File: src/rtl/display_pkg.sv
// -----------------------------------------------------------------------------
// display_pkg
// Shared definitions for the Pmod display output stage:
//   - sync_pol_e    : active level of a sync signal
//   - timing_t      : bundle of the four timing strobes (hs, vs, de, frame)
//   - BAYER_THRESH  : 2x2 ordered-dither threshold table, indexed by
//                     {x[0] ^ parity, y[0]}
//   - bayer_index() : forms that index from the aligned-domain counters
//   - idle_timing() : the inactive (reset) value of a timing bundle
// -----------------------------------------------------------------------------
package display_pkg;

  typedef enum logic {
    SYNC_ACTIVE_LOW  = 1'b0,
    SYNC_ACTIVE_HIGH = 1'b1
  } sync_pol_e;

  typedef struct packed {
    logic hs;
    logic vs;
    logic de;
    logic frame;
  } timing_t;

  localparam logic [1:0] BAYER_THRESH [4] = '{2'd0, 2'd2, 2'd3, 2'd1};

  // Only bit 0 of each counter selects the Bayer cell; the upper bits exist
  // so the counters wrap over a 4x4 neighbourhood.
  function automatic logic [1:0] bayer_index(input logic [1:0] x,
                                             input logic [1:0] y,
                                             input logic       parity);
    return {x[0] ^ parity, y[0]};
  endfunction

  function automatic timing_t idle_timing(input sync_pol_e h_pol,
                                          input sync_pol_e v_pol);
    timing_t t;
    t.hs    = (h_pol == SYNC_ACTIVE_LOW);
    t.vs    = (v_pol == SYNC_ACTIVE_LOW);
    t.de    = 1'b0;
    t.frame = 1'b0;
    return t;
  endfunction

endpackage

File: src/rtl/display_pmod_out_if.sv
// -----------------------------------------------------------------------------
// display_pmod_out_if
// Pixel-source bundle feeding the Pmod output stage.
//   hs, vs, de, frame : timing strobes from the display timing generator
//   r, g, b           : IN_BITS colour, valid SRC_LAT cycles after its timing
// Modports: master = pixel source (drives), slave = output stage (receives).
// -----------------------------------------------------------------------------
interface display_pmod_out_if #(
  parameter int IN_BITS = 8
);
  logic               hs;
  logic               vs;
  logic               de;
  logic               frame;
  logic [IN_BITS-1:0] r;
  logic [IN_BITS-1:0] g;
  logic [IN_BITS-1:0] b;

  modport master (output hs, vs, de, frame, r, g, b);
  modport slave  (input  hs, vs, de, frame, r, g, b);
endinterface

File: src/rtl/display_delay.sv
// -----------------------------------------------------------------------------
// display_delay
// Fixed-depth shift register with asynchronous active-low reset.
//   WIDTH   : data width
//   DEPTH   : number of register stages (0 = combinational bypass)
//   RST_VAL : value loaded into every stage while reset is asserted
// Ports:
//   clk, rst_n : clock, asynchronous active-low reset
//   in_data    : data entering stage 0
//   out_data   : data leaving the last stage, DEPTH cycles later
// -----------------------------------------------------------------------------
module display_delay #(
  parameter int               WIDTH   = 1,
  parameter int               DEPTH   = 1,
  parameter logic [WIDTH-1:0] RST_VAL = '0
) (
  input  logic             clk,
  input  logic             rst_n,
  input  logic [WIDTH-1:0] in_data,
  output logic [WIDTH-1:0] out_data
);

  if (DEPTH == 0) begin : g_bypass
    assign out_data = in_data;
  end else begin : g_pipe
    logic [WIDTH-1:0] stage_q [DEPTH];
    logic [WIDTH-1:0] stage_d [DEPTH];

    always_comb begin
      // NOTE: every element is assigned on every pass, so no latch can form.
      stage_d[0] = in_data;
      for (int i = 1; i < DEPTH; i++) begin
        stage_d[i] = stage_q[i-1];
      end
    end

    always_ff @(posedge clk or negedge rst_n) begin
      if (!rst_n) begin
        // NOTE: all stages are reset (not just the last) so that a release
        // mid-frame emits only inactive timing until real samples arrive.
        for (int i = 0; i < DEPTH; i++) begin
          stage_q[i] <= RST_VAL;
        end
      end else begin
        // NOTE: non-blocking so every stage samples its neighbour's old value.
        for (int i = 0; i < DEPTH; i++) begin
          stage_q[i] <= stage_d[i];
        end
      end
    end

    assign out_data = stage_q[DEPTH-1];
  end

endmodule

File: src/rtl/display_pmod_out_core.sv
// -----------------------------------------------------------------------------
// display_pmod_out_core
// Aligns timing to the delayed pixel stream, blanks and quantises colour, and
// registers everything on the way out.
//   Timing path : SRC_LAT-stage delay + output register (SRC_LAT+1 cycles)
//   Colour path : output register only (1 cycle)
// Optional feature macro DISPLAY_PMOD_DITHER_EN: adds 2-bit x/y counters and a
// frame parity bit in the aligned domain and applies 2x2 ordered dither before
// truncation; otherwise colour is simply truncated.
// Ports:
//   clk, rst_n            : pixel clock, asynchronous active-low reset
//   pix (slave)           : timing + IN_BITS colour from the pixel source
//   o_hs/o_vs/o_de/o_frame: aligned registered timing
//   o_r/o_g/o_b           : registered, blanked, quantised OUT_BITS colour
// -----------------------------------------------------------------------------
module display_pmod_out_core
  import display_pkg::*;
#(
  parameter int        IN_BITS  = 8,
  parameter int        OUT_BITS = 4,
  parameter int        SRC_LAT  = 1,
  parameter sync_pol_e H_POL    = SYNC_ACTIVE_LOW,
  parameter sync_pol_e V_POL    = SYNC_ACTIVE_LOW
) (
  input  logic                clk,
  input  logic                rst_n,
  display_pmod_out_if.slave   pix,
  output logic                o_hs,
  output logic                o_vs,
  output logic                o_de,
  output logic                o_frame,
  output logic [OUT_BITS-1:0] o_r,
  output logic [OUT_BITS-1:0] o_g,
  output logic [OUT_BITS-1:0] o_b
);

  localparam int      D        = IN_BITS - OUT_BITS;
  localparam int      SHIFT    = (D >= 2) ? D - 2 : 0;
  localparam timing_t TIM_IDLE = idle_timing(H_POL, V_POL);

  timing_t             tim_in;
  timing_t             tim_al;   // timing aligned with the current pixel
  timing_t             tim_d;
  timing_t             tim_q;
  logic [OUT_BITS-1:0] r_d, g_d, b_d;
  logic [OUT_BITS-1:0] r_q, g_q, b_q;
  logic [1:0]          thresh;

  assign tim_in = {pix.hs, pix.vs, pix.de, pix.frame};

  display_delay #(
    .WIDTH   ($bits(timing_t)),
    .DEPTH   (SRC_LAT),
    .RST_VAL (TIM_IDLE)
  ) u_tim_delay (
    .clk      (clk),
    .rst_n    (rst_n),
    .in_data  (tim_in),
    .out_data (tim_al)
  );

`ifdef DISPLAY_PMOD_DITHER_EN
  // Dither needs at least two discarded bits to hold a 2-bit threshold.
  localparam bit DITHER = (D >= 2);

  logic [1:0] x_q, x_d;
  logic [1:0] y_q, y_d;
  logic       parity_q, parity_d;
  logic       de_prev_q, de_prev_d;

  always_comb begin
    x_d       = tim_al.de ? x_q + 2'd1 : 2'd0;
    y_d       = y_q;
    // Frame start wins over a line end landing on the same cycle.
    if (tim_al.frame) begin
      y_d = 2'd0;
    end else if (de_prev_q && !tim_al.de) begin
      y_d = y_q + 2'd1;
    end
    parity_d  = parity_q ^ tim_al.frame;
    de_prev_d = tim_al.de;
  end

  always_ff @(posedge clk or negedge rst_n) begin
    if (!rst_n) begin
      x_q       <= 2'd0;
      y_q       <= 2'd0;
      parity_q  <= 1'b0;
      de_prev_q <= 1'b0;
    end else begin
      x_q       <= x_d;
      y_q       <= y_d;
      parity_q  <= parity_d;
      de_prev_q <= de_prev_d;
    end
  end

  // Parity flips the pattern horizontally every other frame so the dither
  // texture does not sit still on static content.
  assign thresh = BAYER_THRESH[bayer_index(x_q, y_q, parity_q)];
`else
  localparam bit DITHER = 1'b0;

  assign thresh = 2'd0;
`endif

  // Add the scaled threshold one bit wider than the input so a carry out can
  // be detected and clamped instead of wrapping bright pixels to black.
  function automatic logic [OUT_BITS-1:0] quantise(input logic [IN_BITS-1:0] c,
                                                   input logic [1:0]         thr);
    logic [IN_BITS:0] sum;
    sum = {1'b0, c} + ((IN_BITS+1)'(thr) << SHIFT);
    if (!DITHER) begin
      return c[IN_BITS-1:D];
    end
    if (sum[IN_BITS]) begin
      return '1;
    end
    return sum[IN_BITS-1:D];
  endfunction

  always_comb begin
    tim_d = tim_al;
    r_d   = '0;
    g_d   = '0;
    b_d   = '0;
    if (tim_al.de) begin
      r_d = quantise(pix.r, thresh);
      g_d = quantise(pix.g, thresh);
      b_d = quantise(pix.b, thresh);
    end
  end

  always_ff @(posedge clk or negedge rst_n) begin
    if (!rst_n) begin
      tim_q <= TIM_IDLE;
      r_q   <= '0;
      g_q   <= '0;
      b_q   <= '0;
    end else begin
      tim_q <= tim_d;
      r_q   <= r_d;
      g_q   <= g_d;
      b_q   <= b_d;
    end
  end

  assign o_hs    = tim_q.hs;
  assign o_vs    = tim_q.vs;
  assign o_de    = tim_q.de;
  assign o_frame = tim_q.frame;
  assign o_r     = r_q;
  assign o_g     = g_q;
  assign o_b     = b_q;

endmodule

File: src/rtl/display_pmod_out.sv
// -----------------------------------------------------------------------------
// display_pmod_out
// Top level of the Pmod display output stage: aligns timing from the display
// timing generator with the pixel source (SRC_LAT cycles behind), blanks colour
// outside DE, reduces IN_BITS to OUT_BITS per channel and registers all pins.
// Optional feature macro DISPLAY_PMOD_DITHER_EN enables 2x2 ordered dither with
// per-frame pattern flip; without it colour is truncated.
// Parameters: IN_BITS (1..8), OUT_BITS (1..IN_BITS), SRC_LAT (0..15),
//             H_POL / V_POL (active sync levels).
// Ports:
//   i_pixclk, i_rst_n            : pixel clock, asynchronous active-low reset
//   i_hs, i_vs, i_de, i_frame    : timing inputs
//   i_r, i_g, i_b                : IN_BITS colour, SRC_LAT cycles after timing
//   o_hs, o_vs, o_de, o_frame    : timing, SRC_LAT+1 cycles after input
//   o_r, o_g, o_b                : OUT_BITS colour, 1 cycle after input
// -----------------------------------------------------------------------------
module display_pmod_out
  import display_pkg::*;
#(
  parameter int        IN_BITS  = 8,
  parameter int        OUT_BITS = 4,
  parameter int        SRC_LAT  = 1,
  parameter sync_pol_e H_POL    = SYNC_ACTIVE_LOW,
  parameter sync_pol_e V_POL    = SYNC_ACTIVE_LOW
) (
  input  logic                i_pixclk,
  input  logic                i_rst_n,
  input  logic                i_hs,
  input  logic                i_vs,
  input  logic                i_de,
  input  logic                i_frame,
  input  logic [IN_BITS-1:0]  i_r,
  input  logic [IN_BITS-1:0]  i_g,
  input  logic [IN_BITS-1:0]  i_b,
  output logic                o_hs,
  output logic                o_vs,
  output logic                o_de,
  output logic                o_frame,
  output logic [OUT_BITS-1:0] o_r,
  output logic [OUT_BITS-1:0] o_g,
  output logic [OUT_BITS-1:0] o_b
);

  if (IN_BITS < 1 || IN_BITS > 8) begin : g_bad_in_bits
    $error("display_pmod_out: IN_BITS must be in 1..8");
  end
  if (OUT_BITS < 1 || OUT_BITS > IN_BITS) begin : g_bad_out_bits
    $error("display_pmod_out: OUT_BITS must be in 1..IN_BITS");
  end
  if (SRC_LAT < 0 || SRC_LAT > 15) begin : g_bad_src_lat
    $error("display_pmod_out: SRC_LAT must be in 0..15");
  end

  display_pmod_out_if #(.IN_BITS(IN_BITS)) u_pix ();

  assign u_pix.hs    = i_hs;
  assign u_pix.vs    = i_vs;
  assign u_pix.de    = i_de;
  assign u_pix.frame = i_frame;
  assign u_pix.r     = i_r;
  assign u_pix.g     = i_g;
  assign u_pix.b     = i_b;

  display_pmod_out_core #(
    .IN_BITS  (IN_BITS),
    .OUT_BITS (OUT_BITS),
    .SRC_LAT  (SRC_LAT),
    .H_POL    (H_POL),
    .V_POL    (V_POL)
  ) u_core (
    .clk     (i_pixclk),
    .rst_n   (i_rst_n),
    .pix     (u_pix.slave),
    .o_hs    (o_hs),
    .o_vs    (o_vs),
    .o_de    (o_de),
    .o_frame (o_frame),
    .o_r     (o_r),
    .o_g     (o_g),
    .o_b     (o_b)
  );

endmodule

File: config.mk
export PLATFORM = sky130hd
export DESIGN_NAME = display_pmod_out
export DESIGN_NICKNAME = d
export VERILOG_FILES = /design/src/rtl/display_pkg.sv /design/src/rtl/display_pmod_out_if.sv /design/src/rtl/display_delay.sv /design/src/rtl/display_pmod_out_core.sv /design/src/rtl/display_pmod_out.sv
export SDC_FILE = /design/constraint.sdc
export NUM_CORES = 1
export LEC_CHECK = 0
export BUFFER_PORTS_ARGS = -buffer_cell sky130_fd_sc_hd__buf_2
export CAP_MARGIN = 25
export CORE_MARGIN = 5
export CORE_UTILIZATION = 40
export DETAILED_ROUTE_END_ITERATION = 10
export PLACE_DENSITY = 0.8
export SYNTH_ARGS = -nofsm -noshare
export SYNTH_HDL_FRONTEND = slang
export SYNTH_SLANG_ARGS = --single-unit
File: constraint.sdc
create_clock -name i_pixclk -period 2 [get_ports i_pixclk]
set_input_delay 0 -clock i_pixclk [delete_from_list [all_inputs] [get_ports i_pixclk]]
set_output_delay 0 -clock i_pixclk [all_outputs]
set_load 0.01 [all_outputs]
==> results.toml <==
[outcome]
outcome = "completed"

[cts]
post-cts-setup-buffers = 0
htree_num_levels = 1
cts_made_buffers = 3
clk_latency_ps = 290
cts.clk_slew.worst_paths_ps = 100
cts-root-buf = "clkbuf_4"
clock-sinks = 20
post_cts_resized = 0
cts_tree = "built"
cts.path.max_buffers = 2

[final_layout]
layout_commonest_cell = "buf_2"
fill_cells = 121
syn2layout_area_growth_pct = 63.2
antenna_cells = 0
final_layout_size_suffix_gt1_share_pct = 57.0
finalInstanceArea_um2 = 982
utilization_pct = 66.8
final_nets = 117
final_cell_mix = "buf_2, dlygate4sd3_1, dfrtp_1"

[routing]
vias_per_cell = 4.09
drc = 0
wirelength_um = 1210
wl_per_cell_um = 11.8
ant_nets = 0
vias = 417
first_pass_iters = 2
drt_iter0_drc = 1

[timing]
slew_viol_final = 0
setup-violations-final = 0
hold-worst-slack_ps = 166
hold_violations = 0
rsz0062_at_grt = "no"
tightestPinTransition_ps = 409
max_freq_mhz = 1080
maxSlewHeadroom_pct = 72.8
tns_ps = 0
post-route-min-period_ps = 929
finalCritPeriodShare_pct = 46.5
finClkSkew_ps = 4.63

[placement]
io_buffers = 33
dpl-instance-area_um2 = 776
dp_hpwl_um = 781
place_congestion = 0.605

[global_routing]
antenna_found_initial = 0
grt_pass1_vias = 445
overflow = 0
grt_max_degree = 21
grt.total_usage_pct = 11.2
grt_pass1_wl_um = 2060

[logic_synthesis]
yosysWarnings = 0
synthCells = 33
ys_seq_area_share_pct = 84.0
synth_top_cell_by_area = "dfrtp_1"
yosysUniqueCellTypes = 5
avgSynthCellArea_um2 = 18.2
yosysTopAreaCellShare_pct = 66.5
synth.net_count = 63
syn_area_um2 = 602
ys_ff_latch = 20
synth_area_leaders = "dfrtp_1, dfstp_2, and2_2"

[floorplan]
die_h_um = 48.8
die_w_um = 48.8
boundaryPins = 46
start_util_pct = 40.9
dieArea_um2 = 2380
rows = 14
core_um2 = 1470

[worst_setup_path]
worst_path_largest_cell_delay_ps = 530
crit_type = "flip-flop to primary output"
cp.buffers_inverters = 1
cp.arrival_ps = 930
start_kind = "flip-flop"
end_kind = "primary output"
crit_path_end = "o_vs"
r2r_cells = 1
worst-r2r-setup-slack_ps = 1170
cp_cell_sequence = "buf_2"
crit_start = "u_core.o_vs"
critPathMaxFanout = 1
r2r-start = "u_core.u_tim_delay.out_data[1]"
crit_cells = 1
cp_top_family = "flip-flops"
worstPathRequired_ps = 2000
cp_slowest_cell = "dfstp_2"
r2r_end = "u_core.o_g[1]"

[hold_path]
hp-class = "input port to asynchronous set/reset pin"

[power_and_ir_drop]
p_per_area_nw_per_um2 = 752
p_leak_nw = 0.513
power_mw = 0.739
irDropWorstVdd_uv = 326

[job]
maxCapViolCount = 0
[how the worst min path moves through the flow]
stage / end / slack (ps)
5_1_grt: u_core.o_g[2] / 200
3_3_place_gp: u_core.o_r[0] / -50
4_1_cts: u_core.u_tim_delay.out_data[1] / 170
2_1_floorplan: u_core.o_b[0] / -300
6_report: u_core.o_g[2] / 170
3_5_place_dp: u_core.o_r[0] / -40
[sequential cells by signal (all words and copies together) (netlist names)]
signal,count
u_core.o_vs,1
u_core.o_b,4
u_core.o_r,4
u_core.u_tim_delay.out_data,4
u_core.o_frame,1
u_core.o_hs,1
u_core.o_de,1
u_core.o_g,4
[final cells by class]
type                       count  area, um2  area share [%]
sequential                    20        505            51.5
timing repair buffer          50        335            34.1
multi-input combinational     12       85.1            8.66
clock buffer                   4       36.3            3.69
tap                           16       20.0            2.04
[cell usage after synthesis, drive strengths merged]
library cell  number
and2              12
buf                1
dfrtp             16
dfstp              4
[where the power goes]
group | internal, mW | switching [mW]
Clock | 0.111 | 0.110
Sequential | 0.427 | 0.00695
Combinational | 0.0516 | 0.0323
[cells by family (layout without fill, tap and decap cells)]
family / after synthesis / count (layout) / share of synthesized area (%)
buf+inv: 1 / 54 / 1.87
flops: 20 / 20 / 84.0
simple gates: 12 / 12 / 14.1
[per-layer routing]
layer / wire, um / global-route usage (%)
met2: 648 / 20.2
met3: 102 / 2.45
met1: 438 / 11.5
met4: 19 / 6.73
met5: 0 / 0
[per-stage QoR]
step / cells / setup WS [ps]
2_1_floorplan: 33 / 1230
3_3_place_gp: 81 / 1190
3_5_place_dp: 81 / 1170
4_1_cts: 102 / 1060
5_1_grt: 102 / 1020
6_report: 102 / 1070
[timing repair]
action / in CTS / in global routing
setup endpoints to repair: 0 / 0
hold buffers: 17 / 0
endpoints found under the hold margin: 36 / 0
Note: power is estimated with default switching activity, not from simulation.
